**config.mk**
```make
export PLATFORM = sky130hd
export DESIGN_NAME = ahb_apb_bridge
export DESIGN_NICKNAME = d
export VERILOG_FILES = /design/src/rtl/ahb_apb_bridge.sv
export SDC_FILE = /design/constraint.sdc
export NUM_CORES = 1
export LEC_CHECK = 0
export CAP_MARGIN = 10
export CORE_MARGIN = 4
export CORE_UTILIZATION = 40
export DETAILED_ROUTE_END_ITERATION = 10
export PLACE_DENSITY = 0.81
export SKIP_CTS_REPAIR_TIMING = 1
export SLEW_MARGIN = 20
export SYNTH_ARGS = -nofsm -noshare
export SYNTH_HDL_FRONTEND = slang
export SYNTH_SLANG_ARGS = --single-unit
```
**constraint.sdc**
```tcl
create_clock -name HCLK -period 2.9 [get_ports HCLK]
set_input_delay 0.29 -clock HCLK [delete_from_list [all_inputs] [get_ports HCLK]]
set_output_delay 0.29 -clock HCLK [all_outputs]
set_load 0.02 [all_outputs]
```
**src/rtl/ahb_apb_bridge.sv**
```systemverilog
// ---------------------------------------------------------------------------
// ahb_apb_bridge
//   Single-slave AHB-Lite to APB4 bridge. Each selected AHB transfer becomes
//   one APB SETUP/ACCESS sequence. The AHB data phase is stalled through
//   HREADYOUT until the APB slave completes. The APB side runs on HCLK and is
//   qualified by PCLKEN.
//
//   Parameters
//     ADDRWIDTH : HADDR/PADDR width
//     WRITE_REG : 1 = PWDATA registered from HWDATA, 0 = PWDATA = HWDATA
//     READ_REG  : 1 = HRDATA/response registered (DONE state),
//                 0 = HRDATA = PRDATA, completion returned in ACCESS
//
//   Ports
//     HCLK, HRESET (async, active high)
//     PCLKEN                              : APB clock enable
//     HSEL/HADDR/HTRANS/HSIZE/HPROT/HWRITE/HREADY/HWDATA : AHB inputs
//     HREADYOUT/HRDATA/HRESP              : AHB data-phase response
//     PADDR/PSEL/PENABLE/PWRITE/PWDATA/PSTRB/PPROT       : APB request
//     PRDATA/PREADY/PSLVERR               : APB completion
//
//   Optional feature (macro AHB2APB_APBACTIVE_EN)
//     Adds output APBACTIVE: high when the bridge is not idle or an accept
//     is pending. Intended for gating the APB clock.
// ---------------------------------------------------------------------------
module ahb_apb_bridge #(
    parameter int ADDRWIDTH = 16,
    parameter bit WRITE_REG = 1'b1,
    parameter bit READ_REG  = 1'b1
) (
    input  logic                 HCLK,
    input  logic                 HRESET,
    input  logic                 PCLKEN,
    input  logic                 HSEL,
    input  logic [ADDRWIDTH-1:0] HADDR,
    input  logic [1:0]           HTRANS,
    input  logic [2:0]           HSIZE,
    input  logic [3:0]           HPROT,
    input  logic                 HWRITE,
    input  logic                 HREADY,
    input  logic [31:0]          HWDATA,
`ifdef AHB2APB_APBACTIVE_EN
    output logic                 APBACTIVE,
`endif
    output logic                 HREADYOUT,
    output logic [31:0]          HRDATA,
    output logic                 HRESP,
    output logic [ADDRWIDTH-1:0] PADDR,
    output logic                 PSEL,
    output logic                 PENABLE,
    output logic                 PWRITE,
    output logic [31:0]          PWDATA,
    output logic [3:0]           PSTRB,
    output logic [2:0]           PPROT,
    input  logic [31:0]          PRDATA,
    input  logic                 PREADY,
    input  logic                 PSLVERR
);

    typedef enum logic [2:0] {
        ST_IDLE   = 3'd0,
        ST_WAIT   = 3'd1,
        ST_SETUP  = 3'd2,
        ST_ACCESS = 3'd3,
        ST_DONE   = 3'd4,
        ST_ERR1   = 3'd5,
        ST_ERR2   = 3'd6
    } state_t;

    state_t                 state_q, state_d;
    logic                   psel_q, penable_q;
    logic                   pwrite_q;
    logic [ADDRWIDTH-1:0]   paddr_q;
    logic [3:0]             pstrb_q;
    logic [2:0]             pprot_q;
    logic [31:0]            pwdata_q;
    logic [31:0]            hrdata_q;

    logic                   accept;
    logic                   load;
    logic                   hreadyout_d;
    logic                   hresp_d;
    logic                   apb_done;
    logic [3:0]             strb_nxt;

    // Transfer type bit 0 (SEQ vs NONSEQ) and HPROT[3:2] have no APB meaning.
    logic                   unused_inputs;
    assign unused_inputs = ^{HTRANS[0], HPROT[3:2]};

    assign accept   = HSEL & HTRANS[1] & HREADY;
    assign apb_done = PREADY & PCLKEN;

    // Byte strobes from size/low address; reads carry no strobes.
    always_comb begin
        strb_nxt = 4'b0000;
        if (HWRITE) begin
            case (HSIZE)
                3'b000:  strb_nxt = 4'b0001 << HADDR[1:0];
                3'b001:  strb_nxt = HADDR[1] ? 4'b1100 : 4'b0011;
                default: strb_nxt = 4'b1111;
            endcase
        end
    end

    // Next-state and AHB response decode.
    always_comb begin
        state_d     = state_q;
        load        = 1'b0;
        hreadyout_d = 1'b1;
        hresp_d     = 1'b0;
        case (state_q)
            ST_IDLE: begin
                if (accept) begin
                    state_d = ST_WAIT;
                    load    = 1'b1;
                end
            end
            ST_WAIT: begin
                hreadyout_d = 1'b0;
                if (PCLKEN) state_d = ST_SETUP;
            end
            ST_SETUP: begin
                hreadyout_d = 1'b0;
                if (PCLKEN) state_d = ST_ACCESS;
            end
            ST_ACCESS: begin
                hreadyout_d = 1'b0;
                if (apb_done) begin
                    if (PSLVERR) begin
                        state_d = ST_ERR1;
                    end else if (READ_REG) begin
                        state_d = ST_DONE;
                    end else begin
                        // Unregistered response: data phase ends right here,
                        // so a pipelined address phase may be taken now.
                        hreadyout_d = 1'b1;
                        if (accept) begin
                            state_d = ST_WAIT;
                            load    = 1'b1;
                        end else begin
                            state_d = ST_IDLE;
                        end
                    end
                end
            end
            ST_DONE: begin
                if (accept) begin
                    state_d = ST_WAIT;
                    load    = 1'b1;
                end else begin
                    state_d = ST_IDLE;
                end
            end
            ST_ERR1: begin
                // Two-cycle AHB error response: first cycle stalls.
                hreadyout_d = 1'b0;
                hresp_d     = 1'b1;
                state_d     = ST_ERR2;
            end
            ST_ERR2: begin
                hresp_d = 1'b1;
                if (accept) begin
                    state_d = ST_WAIT;
                    load    = 1'b1;
                end else begin
                    state_d = ST_IDLE;
                end
            end
            default: state_d = ST_IDLE;
        endcase
    end

    always_ff @(posedge HCLK or posedge HRESET) begin
        if (HRESET) begin
            state_q   <= ST_IDLE;
            psel_q    <= 1'b0;
            penable_q <= 1'b0;
            pwrite_q  <= 1'b0;
            paddr_q   <= '0;
            pstrb_q   <= 4'b0000;
            pprot_q   <= 3'b000;
            pwdata_q  <= '0;
            hrdata_q  <= '0;
        end else begin
            state_q   <= state_d;
            // PSEL/PENABLE come straight from flops so they cannot glitch.
            psel_q    <= (state_d == ST_SETUP) || (state_d == ST_ACCESS);
            penable_q <= (state_d == ST_ACCESS);
            if (load) begin
                paddr_q  <= {HADDR[ADDRWIDTH-1:2], 2'b00};
                pwrite_q <= HWRITE;
                pstrb_q  <= strb_nxt;
                pprot_q  <= {~HPROT[0], 1'b0, HPROT[1]};
            end
            // HWDATA is valid during the data phase, i.e. while in WAIT.
            if (state_q == ST_WAIT && pwrite_q) begin
                pwdata_q <= HWDATA;
            end
            if (state_q == ST_ACCESS && apb_done && !pwrite_q) begin
                hrdata_q <= PRDATA;
            end
        end
    end

    assign HREADYOUT = hreadyout_d;
    assign HRESP     = hresp_d;
    assign HRDATA    = READ_REG ? hrdata_q : PRDATA;
    assign PSEL      = psel_q;
    assign PENABLE   = penable_q;
    assign PWRITE    = pwrite_q;
    assign PADDR     = paddr_q;
    assign PSTRB     = pstrb_q;
    assign PPROT     = pprot_q;
    assign PWDATA    = WRITE_REG ? pwdata_q : HWDATA;

`ifdef AHB2APB_APBACTIVE_EN
    assign APBACTIVE = (state_q != ST_IDLE) | accept;
`endif

endmodule

```
### Word level (Yosys, flattened, before mapping)

Index checks and enable logic that the tools add are counted.

| storage, ports and cells | value |
|---|---|
| logic and storage cells | 48 |
| bits of input ports | 97 |
| output and inout bits | 92 |
| register bits | 90 |

| operators by class | value |
|---|---|
| shift-type cells | 1 |
| mux-type cells | 14 |
| bitwise logic cells | 4 |
| reductions and logical operators | 11 |
| equal/unequal tests | 9 |

Operators with widths:

| operator | number |
|---|---|
| 3-bit one-hot mux with 6 select lines | 1 |
| 3-bit by 2-bit equality test with 1-bit output (second input constant) | 4 |
| 3-bit 2-to-1 mux | 4 |
| 3-bit equality test (second input constant) | 3 |
| 4-bit 2-to-1 mux | 2 |
| 4-bit one-hot mux with 2 select lines | 1 |
| 3-bit by 1-bit equality test with 1-bit output (second input constant) | 2 |
| 3-bit zero test | 2 |
| 1-bit 2-to-1 mux | 6 |
| 2-bit OR reduction | 2 |
| 4-bit OR reduction | 1 |
| 1-bit by 2-bit << shifter with 4-bit output (first input constant) | 1 |
| 1-bit AND | 3 |
| 1-bit logical AND | 3 |
| 3-bit OR reduction | 1 |
| 1-bit zero test | 1 |
| 1-bit logical OR | 1 |
| 1-bit NOT | 1 |

### Logic depth before layout (Yosys ltp)

Gate-level depths: netlist of run 1.

| depth | value |
|---|---|
| depth in word-level cells | 6 |
| gate-level depth with buffers | 6 |
| depth with buffers taken out | 3 |

### Worst setup path after synthesis of run 1

OpenSTA, ideal clock, no wires.

| timing path | value |
|---|---|
| path kind | flip-flop to flip-flop |
| from | reg state_q[0] |
| to | reg paddr_q[10] (netlist: PADDR[10]) |
| required time | 2.772 ns |
| setup slack | 1.130 ns |
| library setup time | 0.128 ns |
| path buffers | 2 |
| clock period less this slack | 1.770 ns |
| arrival | 1.643 ns |
| cell stages (with the launch flop) | 6 |
| cells stage by stage | dfrtp_1 > clkbuf_1 > nand4b_1 > nor2_2 > buf_4 > mux2_1 |

| between the ends | value |
|---|---|
| word-level cells in the longest chain between the ends | 3 |

RTL lines:

| item | line | source |
|---|---|---|
| start, declared | 70 | `state_t state_q, state_d;` |
| start signal, assigned | 185 | `state_q <= state_d;` |
| 3-bit equality test / 3-bit zero test (equally long branches) | 111 | `case (state_q)` |
| 3-bit OR reduction (no line) * | -- |  |
| 1-bit 2-to-1 mux * | -- |  |
| end signal, assigned | 190 | `paddr_q <= {HADDR[ADDRWIDTH-1:2], 2'b00};` |
| end, declared | 73 | `logic [ADDRWIDTH-1:0] paddr_q;` |

Mark *: on every way between the ends. The rest lies on a longest branch, timed or not.
A chain may end at the register's enable or synchronous reset.

### Worst setup path in the final report of run 1

| timing path | value |
|---|---|
| from | reg state_q[1] |
| to | out HREADYOUT |

| between the ends | value |
|---|---|
| word-level cells in the longest chain between the ends | 3 |

RTL lines:

| item | line | source |
|---|---|---|
| 3-bit by 1-bit equality test with 1-bit output, or another cell as far along | 111 |  |
| 4-bit OR reduction (no line) * | -- |  |
| 1-bit 2-to-1 mux * | -- |  |
| end, declared | 45 | `output logic HREADYOUT,` |

Marks and branches as above.

==> results of run 1 <==
-- power breakdown --
| part | internal [W] | switching [W] | total (W) | leakage [nW] |
|---|---|---|---|---|
| registers | 0.00187 | 0.000347 | 0.00221 | 1.10 |
| logic | 0.00174 | 0.00141 | 0.00315 | 1.35 |
| clock network | 0.000516 | 0.000443 | 0.000959 | 0.114 |
-- cells in the final DEF, fill, tap and decap left out, types with 2 or more instances in the layout --
| cell | instances |
|---|---|
| nand3_1 | 2 |
| a21oi_1 | 4 |
| nand2_1 | 3 |
| o21ai_0 | 8 |
| bufinv_16 | 2 |
| clkbuf_8 | 10 |
| nand2b_1 | 2 |
| mux2_4 | 30 |
| conb_1 | 3 |
| o21a_1 | 2 |
| mux2_1 | 35 |
| mux2_2 | 16 |
| inv_1 | 3 |
| a31oi_1 | 2 |
| dfrtp_1 | 90 |
| o31ai_1 | 2 |
| clkdlybuf4s50_1 | 182 |
| clkinv_4 | 2 |
| nor2b_1 | 2 |
| or3_1 | 2 |
| buf_4 | 3 |
-- through the flow --
step,utilization (%),instance area (µm²),worst slack (ps),std cells,total power [W]
3_3_place_gp,63.3,5580,591,515,0.00534
4_1_cts,65.9,5800,644,531,0.00641
3_5_place_dp,63.3,5580,569,515,0.00543
2_1_floorplan,-,3680,275,236,0.00384
5_1_grt,65.9,5800,585,531,0.00668
6_report,65.9,5800,662,531,0.00632
-- layer usage --
layer	share of wire [%]	global-route usage (%)
met4	0.99	5.22
met3	8.7	6.22
met5	0	0
met2	49	28.3
met1	41	19.7
-- sequential cells by signal, summed over array words and instances, names as in the netlist --
register and flops:
state_q 3, PSEL 1, PENABLE 1, PWDATA 32
PADDR 14, PWRITE 1, PPROT 2, PSTRB 4
HRDATA 32
-- logic make-up (layout without fill, tap and decap cells) --
family                 after synthesis  count (layout)  synth area share (%)
flip-flops                          90              90                  61.3
multiplexers                        81              81                  27.9
AO/OA/AOI/OAI                       22              22                  3.58
buffers and inverters               20             207                  3.48
AND/OR/NAND/NOR                     19              19                  3.34
other                                1               3                 0.102
XOR/XNOR                             1               1                 0.239
-- synth_stat cells (2+ instances only) --
cell type	number	area share, %
nand2_1	3	0.31
mux2_4	30	12
buf_2	3	0.41
clkbuf_1	3	0.31
o21a_1	2	0.41
buf_6	4	1.2
mux2_2	16	4.9
or3_1	2	0.34
dfrtp_1	90	61
a21oi_1	4	0.55
inv_1	4	0.41
a31oi_1	2	0.34
mux2_1	35	11
nand3_1	2	0.27
o21ai_0	8	1.1
o31ai_1	2	0.41
nand2b_1	2	0.34
buf_4	5	1.0
nor2b_1	2	0.34
-- worst register-to-register path, delay by kind of cell (launching register included) --
family	cells	cell delay (ps)
multiplexers	1	420
flip-flops	1	560
AND/OR/NAND/NOR	2	910
-- final cells by class --
class | instances | area (µm²)
fill | 651 | 3000
sequential | 90 | 2250
timing repair buffer | 186 | 1860
multi-input combinational | 126 | 1310
clock buffer | 11 | 141
tap | 108 | 135
clock inverter | 5 | 86.3
inverter | 5 | 20.0
-- path summary, 6_finish.rpt --
check / slack (ps) / depth (start not counted) / startpoint / endpoint
worst max-delay path: 660 / 4 / state_q[1] / HREADYOUT
worst min-delay path: 320 / 2 / HRESET / PWDATA[4]
worst max register to register: 900 / 3 / state_q[0] / HRDATA[5]
worst min register to register: 490 / 1 / PADDR[10] / PADDR[10]
max in group asynchronous: 1870 / 3 / HRESET / PWDATA[28]
min in group HCLK: 490 / 1 / PADDR[10] / PADDR[10]
==> metrics.md, run 1 <==
| Metric | Value |
|---|---|
| Total GRT Usage | 16.7% |
| Max-slew headroom | 60.1% |
| Post-synth EDFFs | 0 |
| Critical Path Max Stage Delay | 640 ps |
| Final estimated routing congestion in global placement | 0.733 |
| Synth Instances | 234 |
| Cell Chain, Critical Path | nor2b_1 > buf_4 > a21oi_1 > clkdlybuf4s50_1 |
| CORE AREA | 0.00881 mm² |
| Vias | 2564 |
| Remaining DRCs | 0 |
| Final setup viols | 0 |
| Die ar. | 0.0108 mm² |
| CP Buf/Inv Count | 2 |
| Fin Clk Skew | 19.3 ps |
| DR WL/cell | 16.9 µm |
| Largest net degree at the start of global routing | 60 |
| Total Routed Length | 8950 µm |
| Fmax achieved | 447 MHz |
| Peak VDD IR | 0.000528 V |
| Layout area overhead | 58.1% |
| Clock Path Buffers | 2 |
| Critical Path Sink Type | primary output |
| Clk Latency, worst-skew pair | 350 ps |
| Max Slew Vio Count | 0 |
| Slowest CP cell | clkdlybuf4s50_1 |
| Initial antenna violation count | 0 |
| Power Density | 1090 mW/mm² |
| Initial core utilization | 41.7% |
| # diodes | 0 |
| HPWL reported at the end of detailed placement | 6770 µm |
| Clock slew at reported path FFs | 90 ps |
| Final global-route overflow total | 0 |
| Leakage | 2.56 nW |
| Layout cells sized above 1 | 16.5% |
| Library cells used by synthesis | 34 |
| Post-layout nets | 515 |
| Row cnt | 34 |
| Hold Path Class | input pin to async pin |
| Total CTS buffers | 9 |
| 1st-iter DRT viols | 56 |
| Sequential area share after synthesis | 61.3% |
| Yosys warns | 0 |
| Setup_tns | 0 ps |
| Cell Area, Synth | 0.00367 mm² |
| # H-tree levels | 3 |
| Largest delay share family, worst path | buffers and inverters |
| Async S/R FF share, synth | 100% |
| Vias per inst | 4.83 |
| Length of the first detailed-routing pass in iterations | 4 |
| Req. time, crit path | 2610 ps |
| Max Cap Violations | 0 |
| WP data arrival | 1950 ps |
| Post-Syn Area per Cell | 15.7 µm² |
| Final ANT Viol Nets | 0 |
| IO Count | 189 |
| Chip width | 104 µm |
| Ys flop type | dfrtp_1 |
| Final Hold Viols | 0 |
| Hold WS | 317 ps |
| Clock sink count | 90 |
| Worst slew pin tran | 597 ps |
| Status | finished clean |
| Fin crit share | 77.2% |
| Startpoint Class | flop |
| TritonCTS clock tree | yes |
| Crit path kind | flop to primary output |
| First-pass GRT wire length | 14400 µm |
| Vias in the first global route | 2774 |
| Crit path max fanout | 9 |
| Post-route minimum period | 2240 ps |
| Synth Register Bits | 90 |
| Port-buffer cells | 182 |
| Root buffer cell | clkbuf_8 |
| Die Y | 104 µm |
| RSZ-0062 raised after global routing | no |
Power figures use the tool's default switching activity.
==> run 2: changes to the inputs <==
--- a/config.mk
+++ b/config.mk
@@ -7,9 +7,9 @@
 export LEC_CHECK = 0
 export CAP_MARGIN = 10
 export CORE_MARGIN = 4
-export CORE_UTILIZATION = 40
+export CORE_UTILIZATION = 36
 export DETAILED_ROUTE_END_ITERATION = 10
-export PLACE_DENSITY = 0.81
+export PLACE_DENSITY = 0.77
 export SKIP_CTS_REPAIR_TIMING = 1
 export SLEW_MARGIN = 20
 export SYNTH_ARGS = -nofsm -noshare
==> constraint.sdc (replaced) <==
create_clock -name HCLK -period 1.8 [get_ports HCLK]
set_input_delay 0.18 -clock HCLK [delete_from_list [all_inputs] [get_ports HCLK]]
set_output_delay 0.18 -clock HCLK [all_outputs]
set_load 0.02 [all_outputs]
==> metrics.md, run 2 (same netlist as run 1, synthesis figures left out) <==
| Metric | Value |
|---|---|
| Leakage | 2.62 nW |
| Total GRT Usage | 15.8% |
| Final ANT Viol Nets | 0 |
| Die Y | 109 µm |
| Total power draw | 0.0103 W |
| Most frequent cells in the layout | 180 x clkdlybuf4s50_1, 89 x dfrtp_1, 35 x mux2_1 |
| Layout area overhead | 61.4% |
| Remaining DRCs | 0 |
| Combinational Power Share | 50.9% |
| NetSw | 0.00357 W |
| Final Core Density | 60.1% |
| Most common cell after layout, fill and taps aside | clkdlybuf4s50_1 |
| Length of the first detailed-routing pass in iterations | 4 |
| Final estimated routing congestion in global placement | 0.725 |
| Part of the power in the clock network | 14.5% |
| Startpoint Class | flop |
| Total CTS buffers | 9 |
| # diodes | 0 |
| Dpl ws | -140 ps |
| Vias in the first global route | 2848 |
| Req. time, crit path | 2020 ps |
| Clock Path Buffers | 2 |
| Reg2Reg Capture Point | HRDATA[31] |
| Port-buffer cells | 182 |
| Clock slew at reported path FFs | 90 ps |
| Hold Path Class | input pin to async pin |
| Final worst slack | 109 ps |
| Final global-route overflow total | 0 |
| Largest net degree at the start of global routing | 91 |
| Worst R2R Setup Slack | 110 ps |
| Chip width | 109 µm |
| Power Density | 1730 mW/mm² |
| 1st-iter DRT viols | 48 |
| Area after DPL | 0.00571 mm² |
| Sw Share | 34.8% |
| Setup_tns | 0 ps |
| # H-tree levels | 3 |
| Clk Latency, worst-skew pair | 340 ps |
| DR WL/cell | 16.4 µm |
| CORE AREA | 0.00986 mm² |
| Vias | 2613 |
| Row cnt | 36 |
| First-pass GRT wire length | 14400 µm |
| Pint | 0.00668 W |
| Fin Clk Skew | 10.2 ps |
| Initial antenna violation count | 0 |
| Post-route minimum period | 1690 ps |
| Crit path max fanout | 32 |
| Max Cap Violations | 0 |
| Peak VDD IR | 0.000923 V |
| RSZ-0062 raised after global routing | no |
| Root buffer cell | clkbuf_8 |
| Final setup viols | 0 |
| IO Count | 189 |
| Crit path kind | flop to flop |
| Post-layout nets | 523 |
| Total Routed Length | 9270 µm |
| R2R depth | 4 |
| Reg power frac | 34.7% |
| Initial core utilization | 37.2% |
| R2r startpoint | state_q[1] |
| Clock sink count | 90 |
| Layout cells sized above 1 | 17.9% |
| Vias per inst | 4.63 |
| Design Area, Final | 0.00593 mm² |
| WP data arrival | 1910 ps |
| Die ar. | 0.0119 mm² |
| Final Hold Viols | 0 |
| Fin crit share | 93.9% |
| Fmax achieved | 591 MHz |
| TritonCTS clock tree | yes |
| Status | finished clean |
| HPWL reported at the end of detailed placement | 7100 µm |
| Critical Path Sink Type | flop |
| Max Slew Vio Count | 0 |
==> run 2: cell types whose count changed in the layout (fill, tap and decap cells not counted), moves of 2 or more <==
| cell | change |
|---|---|
| buf_4 | +5 |
| buf_12 | +3 |
| clkbuf_1 | +2 |
| clkdlybuf4s50_1 | -2 |
| clkinvlp_4 | +2 |
| dlymetal6s2s_1 | +2 |
==> run 2: area by class of cell <==
class	instances	area, µm²
sequential	90	2250
tap	133	166
clock inverter	4	76.3
clock buffer	12	135
fill	783	3940
inverter	5	22.5
multi-input combinational	126	1310
timing repair buffer	194	1970
==> run 2: power by group through the flow <==
stage	combinational [W]	clock [W]	sequential, W
after floorplan	0.00147	0	0.00471
after global placement	0.00519	0	0.00355
after detailed placement	0.00530	0	0.00361
after CTS	0.00531	0.00154	0.00358
after global routing	0.00552	0.00163	0.00370
final	0.00522	0.00148	0.00356
==> run 2: worst max-delay path, stage by stage (launching register included) <==
cell,delay [ps]
dfrtp_2,420
inv_2,60
or4_4,540
buf_12,210
mux2_1,330
==> run 2: layer usage <==
metal  up-vias  part of all wire [%]  track usage [%]
met5         -                     0                0
met4         0                   2.1             6.31
met3        17                   7.7             4.50
met2       107                    51             26.8
met1      1293                    39             19.0
li1       1196                     -                -
==> run 2: per-stage QoR <==
stage,std cells,hold WS (ps)
3_3_place_gp,548,468
4_1_cts,564,341
6_report,564,306
2_1_floorplan,236,275
3_5_place_dp,548,474
5_1_grt,564,364
==> run 2: worst max-delay path by stage <==
stage	cells past startpoint	to	startpoint
2_1_floorplan	5	PADDR[10]	state_q[0]
3_3_place_gp	5	HRDATA[30]	PCLKEN
3_5_place_dp	5	HRDATA[31]	PCLKEN
4_1_cts	4	HRESP	state_q[1]
5_1_grt	4	HRDATA[31]	state_q[1]
6_report	4	HRDATA[31]	state_q[1]
